`config.mk`:
```
export PLATFORM = sky130hd
export DESIGN_NAME = rf_operand_fetch
export DESIGN_NICKNAME = d
export VERILOG_FILES = /design/src/rtl/rf_operand_fetch.sv
export SDC_FILE = /design/constraint.sdc
export NUM_CORES = 1
export LEC_CHECK = 0
export ABC_AREA = 1
export CAP_MARGIN = 30
export CELL_PAD_IN_SITES_DETAIL_PLACEMENT = 1
export CELL_PAD_IN_SITES_GLOBAL_PLACEMENT = 2
export CORE_MARGIN = 2
export CORE_UTILIZATION = 25
export DETAILED_ROUTE_END_ITERATION = 16
export PLACE_DENSITY_LB_ADDON = 0.1
export SLEW_MARGIN = 30
export SYNTH_ARGS = -nofsm -noshare
export SYNTH_HDL_FRONTEND = slang
export SYNTH_SLANG_ARGS = --single-unit
```
`constraint.sdc`:
```
create_clock -name clk_i -period 7.8 [get_ports clk_i]
set_clock_uncertainty 0.1 [all_clocks]
set_input_delay 2.34 -clock clk_i [delete_from_list [all_inputs] [get_ports clk_i]]
set_output_delay 2.34 -clock clk_i [all_outputs]
set_load 0.05 [all_outputs]
```
`src/rtl/rf_operand_fetch.sv`:
```
`default_nettype none
// ============================================================================
// Module  : rf_operand_fetch
// Brief   : Register-file read client between decode and execute. Issues the
//           registered rs1/rs2 reads, covers the 1-cycle read latency, keeps
//           held operands coherent with writeback, and presents complete
//           operands through a one-entry valid/ready output stage.
// Revision: 1.0 - initial release
// ============================================================================
module rf_operand_fetch #(
    parameter int DataWidth = 32,
    parameter int AddrWidth = 5,
    parameter int TagWidth  = 32
) (
    input  logic                 clk_i,
    input  logic                 reset_i,
    input  logic                 flush_i,
    input  logic                 dec_valid_i,
    output logic                 dec_ready_o,
    input  logic                 dec_rs1_used_i,
    input  logic [AddrWidth-1:0] dec_rs1_addr_i,
    input  logic                 dec_rs2_used_i,
    input  logic [AddrWidth-1:0] dec_rs2_addr_i,
    input  logic [TagWidth-1:0]  dec_tag_i,
    output logic                 rf_rs1_valid_o,
    output logic [AddrWidth-1:0] rf_rs1_addr_o,
    input  logic [DataWidth-1:0] rf_rs1_data_i,
    output logic                 rf_rs2_valid_o,
    output logic [AddrWidth-1:0] rf_rs2_addr_o,
    input  logic [DataWidth-1:0] rf_rs2_data_i,
    input  logic                 wb_valid_i,
    input  logic [AddrWidth-1:0] wb_addr_i,
    input  logic [DataWidth-1:0] wb_data_i,
    output logic                 ex_valid_o,
    input  logic                 ex_ready_i,
    output logic [DataWidth-1:0] ex_rs1_data_o,
    output logic [DataWidth-1:0] ex_rs2_data_o,
    output logic [TagWidth-1:0]  ex_tag_o
);

    logic                ex_valid_q;
    logic [TagWidth-1:0] tag_q;
    logic                w_accept;
    logic                w_stall;
    logic                w_leave;

    // Per-source request view (index 0 = rs1, 1 = rs2).
    logic [1:0]                 w_req_used;
    logic [AddrWidth-1:0]       w_req_addr [2];
    logic [DataWidth-1:0]       w_rf_data  [2];
    logic [DataWidth-1:0]       w_oper     [2];

    // Reset gating keeps the block from advertising ready while held in reset.
    assign dec_ready_o = !reset_i && !flush_i && (!ex_valid_q || ex_ready_i);
    assign w_accept    = dec_valid_i && dec_ready_o;
    assign w_leave     = ex_valid_q && ex_ready_i;
    assign w_stall     = ex_valid_q && !ex_ready_i;

    // x0 and unused sources never touch the register file.
    assign w_req_used[0] = dec_rs1_used_i && (dec_rs1_addr_i != '0);
    assign w_req_used[1] = dec_rs2_used_i && (dec_rs2_addr_i != '0);
    assign w_req_addr[0] = dec_rs1_addr_i;
    assign w_req_addr[1] = dec_rs2_addr_i;
    assign w_rf_data[0]  = rf_rs1_data_i;
    assign w_rf_data[1]  = rf_rs2_data_i;

    assign rf_rs1_valid_o = w_accept && w_req_used[0];
    assign rf_rs2_valid_o = w_accept && w_req_used[1];
    assign rf_rs1_addr_o  = dec_rs1_addr_i;
    assign rf_rs2_addr_o  = dec_rs2_addr_i;

    assign ex_valid_o    = ex_valid_q;
    assign ex_tag_o      = tag_q;
    assign ex_rs1_data_o = w_oper[0];
    assign ex_rs2_data_o = w_oper[1];

    // Output-stage occupancy and payload: flush wins, then accept, then drain.
    always_ff @(posedge clk_i or posedge reset_i) begin
        if (reset_i) begin
            ex_valid_q <= 1'b0;
            tag_q      <= '0;
        end else if (flush_i) begin
            ex_valid_q <= 1'b0;
        end else if (w_accept) begin
            ex_valid_q <= 1'b1;
            tag_q      <= dec_tag_i;
        end else if (w_leave) begin
            ex_valid_q <= 1'b0;
        end
    end

    for (genvar i = 0; i < 2; i++) begin : g_src
        logic                 used_q;
        logic                 first_q;
        logic                 byp_valid_q;
        logic [AddrWidth-1:0] addr_q;
        logic [DataWidth-1:0] byp_data_q;
        logic [DataWidth-1:0] hold_q;
        logic                 w_hit;

        // A writeback to the held register while the entry stays put.
        assign w_hit = used_q && wb_valid_i && (wb_addr_i == addr_q);

        // First valid cycle: rf read data unless a same-cycle write was
        // captured in the bypass; afterwards the coherent hold register.
        assign w_oper[i] = !used_q     ? '0 :
                           first_q     ? (byp_valid_q ? byp_data_q : w_rf_data[i]) :
                                         hold_q;

        // Capture on accept, fold writebacks into the hold register on stall.
        always_ff @(posedge clk_i or posedge reset_i) begin
            if (reset_i) begin
                used_q      <= 1'b0;
                first_q     <= 1'b0;
                byp_valid_q <= 1'b0;
                addr_q      <= '0;
                byp_data_q  <= '0;
                hold_q      <= '0;
            end else if (flush_i) begin
                used_q      <= 1'b0;
                first_q     <= 1'b0;
                byp_valid_q <= 1'b0;
            end else if (w_accept) begin
                used_q      <= w_req_used[i];
                addr_q      <= w_req_addr[i];
                first_q     <= 1'b1;
                byp_valid_q <= wb_valid_i && (wb_addr_i == w_req_addr[i]);
                byp_data_q  <= wb_data_i;
            end else if (w_stall) begin
                first_q     <= 1'b0;
                byp_valid_q <= 1'b0;
                hold_q      <= w_hit ? wb_data_i : w_oper[i];
            end else if (w_leave) begin
                used_q      <= 1'b0;
                first_q     <= 1'b0;
                byp_valid_q <= 1'b0;
            end
        end
    end

endmodule
`default_nettype wire

```
# Yosys cells after proc, flatten, opt, wreduce, memory -nomap -nowiden
# Index checks and enable logic that the tools add are counted.
# word_totals
regBits	144
inputBits	151
out_inout_bits	110
elab_cells	69
# classes
n_eq_ne	5
mux	23
bitwise	2
reduce_logical	27
# op_table
cell	count
32-bit two-way mux	8
5-bit == test	4
1-bit logical AND	15
1-bit two-way mux	15
5-bit nonzero test	2
1-bit zero test	4
2-bit AND reduction	2
4-bit nonzero test	1
3-bit != test, second input constant	1
3-bit AND reduction	1
3-bit nonzero test	1
1-bit inverter	2
1-bit logical OR	1

# Longest topological paths before layout
# Gate-level depths: netlist (run 1).
# depth
depth_word	6
ltp_mapped	10

# Worst setup path before layout (run 1)
# OpenSTA, ideal clock, no wires.
# synth_timing
path_kind	input to output
from	input ex_ready_i
to	output rf_rs1_valid_o
t_arrival_ns	3.546
required_ns	5.360
path_slack_ns	1.814
stages	7
cell_sequence	inv_1 -> nand2_1 -> nand3_1 -> buf_2 -> inv_2 -> nand2_1 -> nor2_1
# synth_between
elab_chain_len	4
# synth_lines
element	line_no	text
start, declared	35	input logic ex_ready_i,
1-bit logical OR	54	assign dec_ready_o = !reset_i && !flush_i && (!ex_valid_q || ex_ready_i);
1-bit logical AND	54	
1-bit logical AND	55	assign w_accept = dec_valid_i && dec_ready_o;
1-bit logical AND	67	assign rf_rs1_valid_o = w_accept && w_req_used[0];
end, declared	25	output logic rf_rs1_valid_o,
# Every way passes these cells.

# Worst setup path in the final report (run 1)
# layout_timing
from	input rf_rs2_data_i[7]
to	output ex_rs2_data_o[7]
# layout_between
elab_chain_len	3
# layout_lines
element	line_no	text
start, declared	30	input logic [DataWidth-1:0] rf_rs2_data_i,
32-bit two-way mux (2 in series)	107	first_q ? (byp_valid_q ? byp_data_q : w_rf_data[i]) :
32-bit two-way mux	106	assign w_oper[i] = !used_q ? '0 :
end, declared	37	output logic [DataWidth-1:0] ex_rs2_data_o,
# Every way passes these cells.

==> flow_summary.ini, run 1 <==
[outcome]
status = finished clean

[yosys]
synth_area_sq_mm = 0.00855
synth_compound_area_share_pct = 8.91
seq_area_frac_synth_pct = 42.2
avgSynthCellArea_sq_um = 7.00
synth_top_family_by_area = simple AND/OR/NAND/NOR gates
muxShareOfSynthArea_pct = 0
syn_inst = 1222
syn_nets = 1373
synth.largest_area_cell = dfrtp_1
synthXorXnorAreaFrac_pct = 0.205
yosysUniqueCellTypes = 27
yosys.area_share.simple_pct = 36.4
ys_ff_latch = 144
yosysWarnings = 0
synthAdderAreaFrac_pct = 0
synthTopCellsByArea = dfrtp_1 (42%), nand2_1 (22%), nand3_1 (9.7%)
yosys.area.top_type_share_pct = 42.2

[clocking]
tritoncts = built
cts.repair.resized = 0
insertion_delay_ns = 0.44
cts_hold_buf = 0
cts.sinks = 144
cts_root_buf = clkbuf_16
clockBufferDepth = 2
cts_setup_buffers = 0
cts_buffers = 17
htreeDepth = 4
clk_pin_slew_ns = 0.06

[place]
dp.cells = 1845
place_congestion = 0.766
io_buffer_count = 260
dp_hpwl_mm = 23.1

[critical_path]
reg2regPathDepth = 9
cp.required_ns = 5.36
timing.rr.start = g_src[1].used_q
crit_type = in -> out
worst_setup_path_end_kind = output pin
reg2reg_slack_ns = 4.71
rr_endpoint = g_src[1].hold_q[19]
arrival_ns = 4.16
start_kind = input port
critPathMaxFanout = 2

[timing]
setup_violations = 0
period_share_pct = 84.6
hold_violations = 0
fin_crit_ns = 6.60
slew_viol_final = 0
timing.fmax_mhz = 152
hold_ws_ns = 0.378
worst_pin_slew_ns = 0.998
setup_tns_ns = 0
maxSlewHeadroom_pct = 33.3
rsz0062_at_grt = no

[final_layout]
final_cells = 1878
nFillCells = 4138
drive_gt1_share_pct = 4.97
syn_to_final_growth_pct = 39.9
num-nets-final = 1567
post-route-util_pct = 35.6

[drt]
post_drt_wl_per_cell_um = 18.9
drtPass1Iterations = 4
vias = 8910
drc = 0
vias_per_cell = 4.74
first_iter_violations = 345
antenna_left = 0
wl_mm = 35.5

[power]
p_leak_nw = 6.24
p_sw_uw = 752
clkPwrFrac_pct = 39.1
power_density_mw_per_mm2 = 196
switching_share_pct = 32.0
power_frac_seq_pct = 38.3
finalPower_mw = 2.35
ir_drop_uv = 112
p_int_mw = 1.60
power_frac_comb_pct = 22.6

[grt]
overflow = 0
antenna_found_initial = 3
grt.total_usage_pct = 20.2
grt_pass1_vias = 9484
grt_pass1_wl_mm = 55.7
grt_max_degree = 103

[die]
start_util_pct = 25.4
coreArea_sq_mm = 0.0336
rows = 67
die_x_um = 189
io_pins = 261
dieArea_sq_mm = 0.0357
die_h_um = 189

[worst_hold_path]
hold_depth = 2
hp-class = reg -> reg
worstHoldStart = g_src[0].hold_q[1]
hold_end = g_src[0].hold_q[1]

[job]
cap_violations = 0
flip-flops by register name, indices dropped and copies added, names as in the netlist:
signal	flops
g_src.first_q	1
ex_tag_o	32
g_src.hold_q	64
g_src.byp_data_q	32
g_src.byp_valid_q	2
g_src.addr_q	10
g_src.used_q	2
ex_valid_o	1
final cells by class:
cell class,instances,area [sq um],area share (%)
antenna,2,5.00,0.0418
clock buffer,22,494,4.13
clock inverter,9,154,1.29
inverter,134,510,4.27
multi-input combinational,847,3910,32.7
sequential,144,3610,30.2
tap,448,561,4.69
timing repair buffer,272,2720,22.7
cell usage in the layout (no fill, tap or decap), types with 2 or more instances in the layout:
cell type        netlist  routed
nand3_4                2       3
buf_12                 0       2
nand3_1              165     164
nand2_1              506     506
clkinvlp_4             0       2
diode_2                0       2
nor2_1                 8       7
o22ai_1                5       5
o21ai_0               46      46
clkinv_2               0       2
a21oi_1                3       3
dfrtp_1              144     139
bufinv_16              0       4
nor2_4                 4       5
clkdlybuf4s50_1        0     258
clkinv_1               0       2
inv_1                127     123
clkbuf_16              0      17
clkbuf_8               0       5
nand4_1               33      33
nor3_1                 2       2
inv_2                  7       8
dfrtp_2                0       4
buf_4                 18      11
o211ai_1              64      64
nor4_1                 2       2
through the flow:
stage	setup WS (ns)	area, sq um
after detailed placement	1.19	11300
after floorplan	1.49	8550
after global placement	1.19	11300
after CTS	1.18	12000
final	1.20	12000
after global routing	0.973	12000
cells in the mapped netlist:
library cell,count
buf_2,44
nand2_4,1
nand3_4,2
nor2_1,8
xor2_1,1
o21ai_0,46
nand2_2,1
xnor2_1,1
nor4_1,2
buf_1,3
o211ai_1,64
nand3_1,165
clkbuf_1,23
nand2_1,506
nor2_2,1
nor2_8,1
inv_2,7
buf_4,18
inv_1,127
o22ai_1,5
nor3_1,2
a21oi_1,3
nor2_4,4
o21ai_1,1
buf_6,9
dfrtp_1,144
nand4_1,33
worst max path at each step:
| stage | startpoint | endpoint | slack, ns |
|---|---|---|---|
| 2_1_floorplan | reset_i | ex_tag_o[0] | 1.49 |
| 3_3_place_gp | rf_rs1_data_i[30] | ex_rs1_data_o[30] | 1.19 |
| 3_5_place_dp | reset_i | rf_rs1_valid_o | 1.19 |
| 4_1_cts | reset_i | rf_rs1_valid_o | 1.18 |
| 5_1_grt | reset_i | rf_rs1_valid_o | 0.97 |
| 6_report | rf_rs2_data_i[7] | ex_rs2_data_o[7] | 1.20 |
power groups by stage:
stage	Sequential, mW	Combinational [mW]	Clock [mW]
6_report	0.898	0.532	0.918
5_1_grt	0.910	0.578	0.978
4_1_cts	0.899	0.541	0.944
3_5_place_dp	0.911	0.539	0
3_3_place_gp	0.910	0.535	0
2_1_floorplan	0.981	0.230	0
cell families (layout without fill, tap and decap cells):
kind of cell	count (synthesis)	in the layout
and+or+nand+nor	726	726
buffers and inverters	231	437
DFF	144	144
AOI/OAI and AO/OA	119	119
xor gates and xnor gates	2	2
other	0	2
routing by layer:
metal	global-route usage [%]	routed length [um]	vias to the layer above
met2	33.6	16900	220
met1	26.7	16400	4352
li1	-	-	4308
met5	0	27	-
met4	5.62	500	4
met3	3.97	1700	26
worst max-delay path: stages:
cell             delay, ns
clkdlybuf4s50_1       0.51
nand2_1               0.08
nand3_1               0.09
o211ai_1              0.19
inv_1                 0.13
clkdlybuf4s50_1       0.81
Power figures use the tool's default switching activity.
==> run 2, diff against run 1 <==
==> constraint.sdc (replaced) <==
create_clock -name clk_i -period 6.36 [get_ports clk_i]
set_clock_uncertainty 0.1 [all_clocks]
set_input_delay 1.908 -clock clk_i [delete_from_list [all_inputs] [get_ports clk_i]]
set_output_delay 1.908 -clock clk_i [all_outputs]
set_load 0.05 [all_outputs]
==> run 2 against run 1 <==
Final area hardly changed. First-iteration DRC count is 7.8% higher. Global-route usage is 0.42 points higher. Critical path depth is 1 higher. Total power is 19% higher. Worst setup slack worse by 0.60 ns. Combinational power is 24% higher. Clock power is 13% higher.
==> flow_summary.ini, run 2 (same netlist as run 1, synthesis figures left out) <==
[drt]
post_drt_wl_per_cell_um = 19.2
vias_per_cell = 4.70
drtPass1Iterations = 4
vias = 8836
first_iter_violations = 372
antenna_left = 0
drc = 0
wl_mm = 36.1

[critical_path]
path_common_cell = nor2_1
cp.required_ns = 4.35
start_kind = input port
critPathMaxFanout = 23
arrival_ns = 3.75
worst-path-buf-inv = 3
cpPeakStageDelay_ns = 0.53
path_cells = clkdlybuf4s50_1, nor2_1, nand3_4, inv_2, nand2_1, nor2_1, buf_12
crit_type = in -> out
cp_top_family = buffers and inverters
worst_setup_path_end_kind = output pin
crit_slowest_cell = clkdlybuf4s50_1

[outcome]
status = finished clean

[grt]
grt_pass1_vias = 9773
grt.total_usage_pct = 20.6
grt_pass1_wl_mm = 56.7
grt_max_degree = 98
antenna_found_initial = 1
overflow = 0

[clocking]
insertion_delay_ns = 0.42
cts_hold_buf = 0
htreeDepth = 4
cts.sinks = 144
cts.repair.resized = 0
cts_buffers = 17
tritoncts = built
clk_pin_slew_ns = 0.06
cts_setup_buffers = 0
cts_root_buf = clkbuf_16
clockBufferDepth = 2

[place]
place_congestion = 0.750
io_buffer_count = 260
dp_hpwl_mm = 23.6

[timing]
setup_violations = 0
setup_tns_ns = 0
period_share_pct = 90.5
timing.fmax_mhz = 174
fin_crit_ns = 5.76
hold_violations = 0
worst_pin_slew_ns = 0.964
rsz0062_at_grt = no
maxSlewHeadroom_pct = 35.8
slew_viol_final = 0

[die]
die_x_um = 189
dieArea_sq_mm = 0.0357
io_pins = 261
rows = 67
start_util_pct = 25.4
coreArea_sq_mm = 0.0336
die_h_um = 189

[power]
p_leak_nw = 6.24
finalPower_mw = 2.80
power_density_mw_per_mm2 = 234
ir_drop_uv = 138

[final_layout]
num-nets-final = 1572
syn_to_final_growth_pct = 39.8
layout_common_cells = nand2_1 (506), clkdlybuf4s50_1 (258), nand3_1 (164), dfrtp_1 (139), inv_1 (123)
final_common_cell = nand2_1
largest_reg_flops = 64
post-route-util_pct = 35.6
drive_gt1_share_pct = 5.17
regMostFlops = g_src.hold_q

[job]
cap_violations = 0

[worst_hold_path]
hp-class = reg -> reg
run 2: final timing paths:
kind / start / endpoint / slack, ns / depth (start not counted)
setup / recovery: reset_i / rf_rs1_valid_o / 0.60 / 7
hold / removal: ex_tag_o[14] / ex_tag_o[14] / 0.38 / 2
setup reg to reg: g_src[1].used_q / g_src[1].hold_q[18] / 3.25 / 9
hold reg to reg: ex_tag_o[14] / ex_tag_o[14] / 0.38 / 2
max in group asynchronous: reset_i / g_src[1].byp_data_q[26] / 3.27 / 3
min in group asynchronous: reset_i / g_src[1].byp_data_q[9] / 1.96 / 2
run 2: power by group:
group / switching, mW / internal, mW / total [mW]
logic: 0.420 / 0.240 / 0.660
clock network: 0.416 / 0.621 / 1.04
registers: 0.0870 / 1.01 / 1.10
total: 0.923 / 1.87 / 2.80
run 2: area by class of cell:
class | count | area, sq um
Inverter | 134 | 510
Tap cell | 448 | 561
Fill cell | 4125 | 21700
Clock inverter | 11 | 141
Multi-Input combinational cell | 847 | 3910
Clock buffer | 19 | 443
Antenna cell | 1 | 2.50
Sequential cell | 144 | 3610
Timing Repair Buffer | 277 | 2770
run 2: tightest hold or removal path: stages, from the launching register on:
cell	delay, ns
dfrtp_1	0.34
nand2_1	0.05
nand2_1	0.05
run 2: per-stage QoR:
| stage | worst slack [ns] | instance area, sq um | hold slack [ns] | instances |
|---|---|---|---|---|
| after floorplan | 0.486 | 8550 | 0.350 | 1222 |
| after global placement | 0.611 | 11300 | 0.361 | 1849 |
| after global routing | 0.434 | 11900 | 0.403 | 1880 |
| final | 0.603 | 12000 | 0.380 | 1881 |
| after CTS | 0.580 | 11900 | 0.384 | 1880 |
| after detailed placement | 0.585 | 11400 | 0.368 | 1850 |
run 2: routing by layer:
layer  share of wire (%)  GRT usage (%)  vias to the layer above
met5               0.036              0                        -
li1                    -              -                     4318
met4                0.92           3.73                        2
met2                  48           35.2                      209
met3                 4.8           4.58                       23
met1                  46           26.9                     4284
==> run 3, diff against run 2 <==
--- a/config.mk
+++ b/config.mk
@@ -12,8 +12,8 @@
 export CORE_MARGIN = 2
 export CORE_UTILIZATION = 25
 export DETAILED_ROUTE_END_ITERATION = 16
-export PLACE_DENSITY_LB_ADDON = 0.1
-export SLEW_MARGIN = 30
+export PLACE_DENSITY = 0.91
+export SLEW_MARGIN = 20
 export SYNTH_ARGS = -nofsm -noshare
 export SYNTH_HDL_FRONTEND = slang
 export SYNTH_SLANG_ARGS = --single-unit
==> run 3 against run 2 <==
Highest routed layer is now met4. Clock-buffer cell count did not move. Die area did not move. First-iteration DRC count rose by 46%. Final area rose by 0.42%. Sequential power barely moved. Worst setup slack improved by 0.034 ns. Critical path type unchanged. Via count rose by 3.5%. Hold slack improved by 0.0026 ns.
==> flow_summary.ini, run 3 (same netlist as run 1, synthesis figures left out) <==
[timing]
period_share_pct = 90.0
setup_violations = 0
fin_crit_ns = 5.72
timing.fmax_mhz = 175
maxSlewHeadroom_pct = 32.6
slew_viol_final = 0
rsz0062_at_grt = no
final.setup.worst_slack_ns = 0.637
hold_violations = 0
worst_pin_slew_ns = 1.01
hold_ws_ns = 0.382
setup_tns_ns = 0

[drt]
vias = 9148
first_iter_violations = 543
wl_mm = 36.8
drc = 0
antenna_left = 0
vias_per_cell = 4.86
post_drt_wl_per_cell_um = 19.6
drtPass1Iterations = 5

[clocking]
cts.sinks = 144
cts_setup_buffers = 0
clk_pin_slew_ns = 0.06
insertion_delay_ns = 0.44
cts_buffers = 17
cts.repair.resized = 0
cts_root_buf = clkbuf_16
clockBufferDepth = 2
tritoncts = built
cts_hold_buf = 0
htreeDepth = 4

[power]
power_density_mw_per_mm2 = 240
ir_drop_uv = 171
p_leak_nw = 6.27

[grt]
grt_pass1_wl_mm = 57.5
grt_pass1_vias = 9921
grt_max_degree = 96
antenna_found_initial = 0
grt.total_usage_pct = 21.0
overflow = 0

[place]
place_congestion = 0.835
place_worst_setup_slack_ns = 0.653
io_buffer_count = 260
dp_hpwl_mm = 23.6

[critical_path]
arrival_ns = 3.71
crit_type = in -> out
start_kind = input port
critPathMaxFanout = 2
worst_setup_path_end_kind = output pin
cp.required_ns = 4.35

[final_layout]
final_common_cell = nand2_1
antenna_cells = 0
layout_common_cells = nand2_1 (506), clkdlybuf4s50_1 (257), nand3_1 (164), dfrtp_1 (139), inv_1 (125)
drive_gt1_share_pct = 5.37
regMostFlops = g_src.hold_q
largest_reg_flops = 64
nFillCells = 4090
num-nets-final = 1571
syn_to_final_growth_pct = 40.4

[die]
die_x_um = 189
start_util_pct = 25.4
rows = 67
dieArea_sq_mm = 0.0357
io_pins = 261
die_h_um = 189
coreArea_sq_mm = 0.0336

[job]
cap_violations = 0

[outcome]
status = finished clean

[worst_hold_path]
hp-class = reg -> reg
-- run 3: changes by cell type in the layout (fill, tap and decap cells not counted), sizes merged --
| cell | previous run | this run |
|---|---|---|
| diode | 1 | 0 |
| clkinv | 7 | 3 |
| inv | 132 | 139 |
| clkinvlp | 3 | 2 |
| clkdlybuf4s50 | 258 | 257 |
-- run 3: layout make-up --
class | instances | area, sq um | share of cell area, %
multi-input combinational | 847 | 3910 | 32.6
sequential | 144 | 3610 | 30.1
timing repair buffer | 276 | 2790 | 23.2
tap | 448 | 561 | 4.67
inverter | 134 | 508 | 4.23
clock buffer | 19 | 453 | 3.77
clock inverter | 13 | 175 | 1.46
-- run 3: final timing paths --
| path | from | cells after the start | end | slack (ns) |
|---|---|---|---|---|
| hold reg to reg | g_src[0].hold_q[18] | 2 | g_src[0].hold_q[18] | 0.38 |
| setup reg to reg | g_src[0].used_q | 8 | g_src[0].hold_q[27] | 3.64 |
| min in group asynchronous | reset_i | 2 | ex_tag_o[23] | 1.91 |
| max in group asynchronous | reset_i | 3 | g_src[0].hold_q[10] | 3.33 |
| hold / removal | g_src[0].hold_q[18] | 2 | g_src[0].hold_q[18] | 0.38 |
| setup / recovery | rf_rs2_data_i[7] | 6 | ex_rs2_data_o[7] | 0.64 |
-- run 3: where the power goes --
group	total (mW)	internal, mW	switching, mW
clock network	1.11	0.647	0.467
logic	0.666	0.241	0.424
registers	1.10	1.01	0.0878
total	2.88	1.90	0.980
-- run 3: through the flow --
stage,utilization [%],area [sq um],total power [mW],std cells
floorplan,-,8550,1.49,1222
global placement,33.7,11300,1.77,1847
detailed placement,33.8,11400,1.78,1848
CTS,35.6,12000,2.91,1880
global route,35.7,12000,3.01,1881
finish,35.7,12000,2.88,1881
-- run 3: critical path, stage by stage --
cell and delay [ns]:
clkdlybuf4s50_1 0.50, nand2_1 0.08, nand3_1 0.11, o211ai_1 0.17, inv_1 0.13, clkdlybuf4s50_1 0.82
-- run 3: routing by layer --
metal / up-vias / share of wire [%] / GRT usage (%)
met5: - / 0 / 0
met4: 0 / 1.8 / 5.23
met3: 52 / 6.9 / 5.75
met2: 305 / 47 / 35.7
met1: 4479 / 44 / 26.3
li1: 4312 / - / -
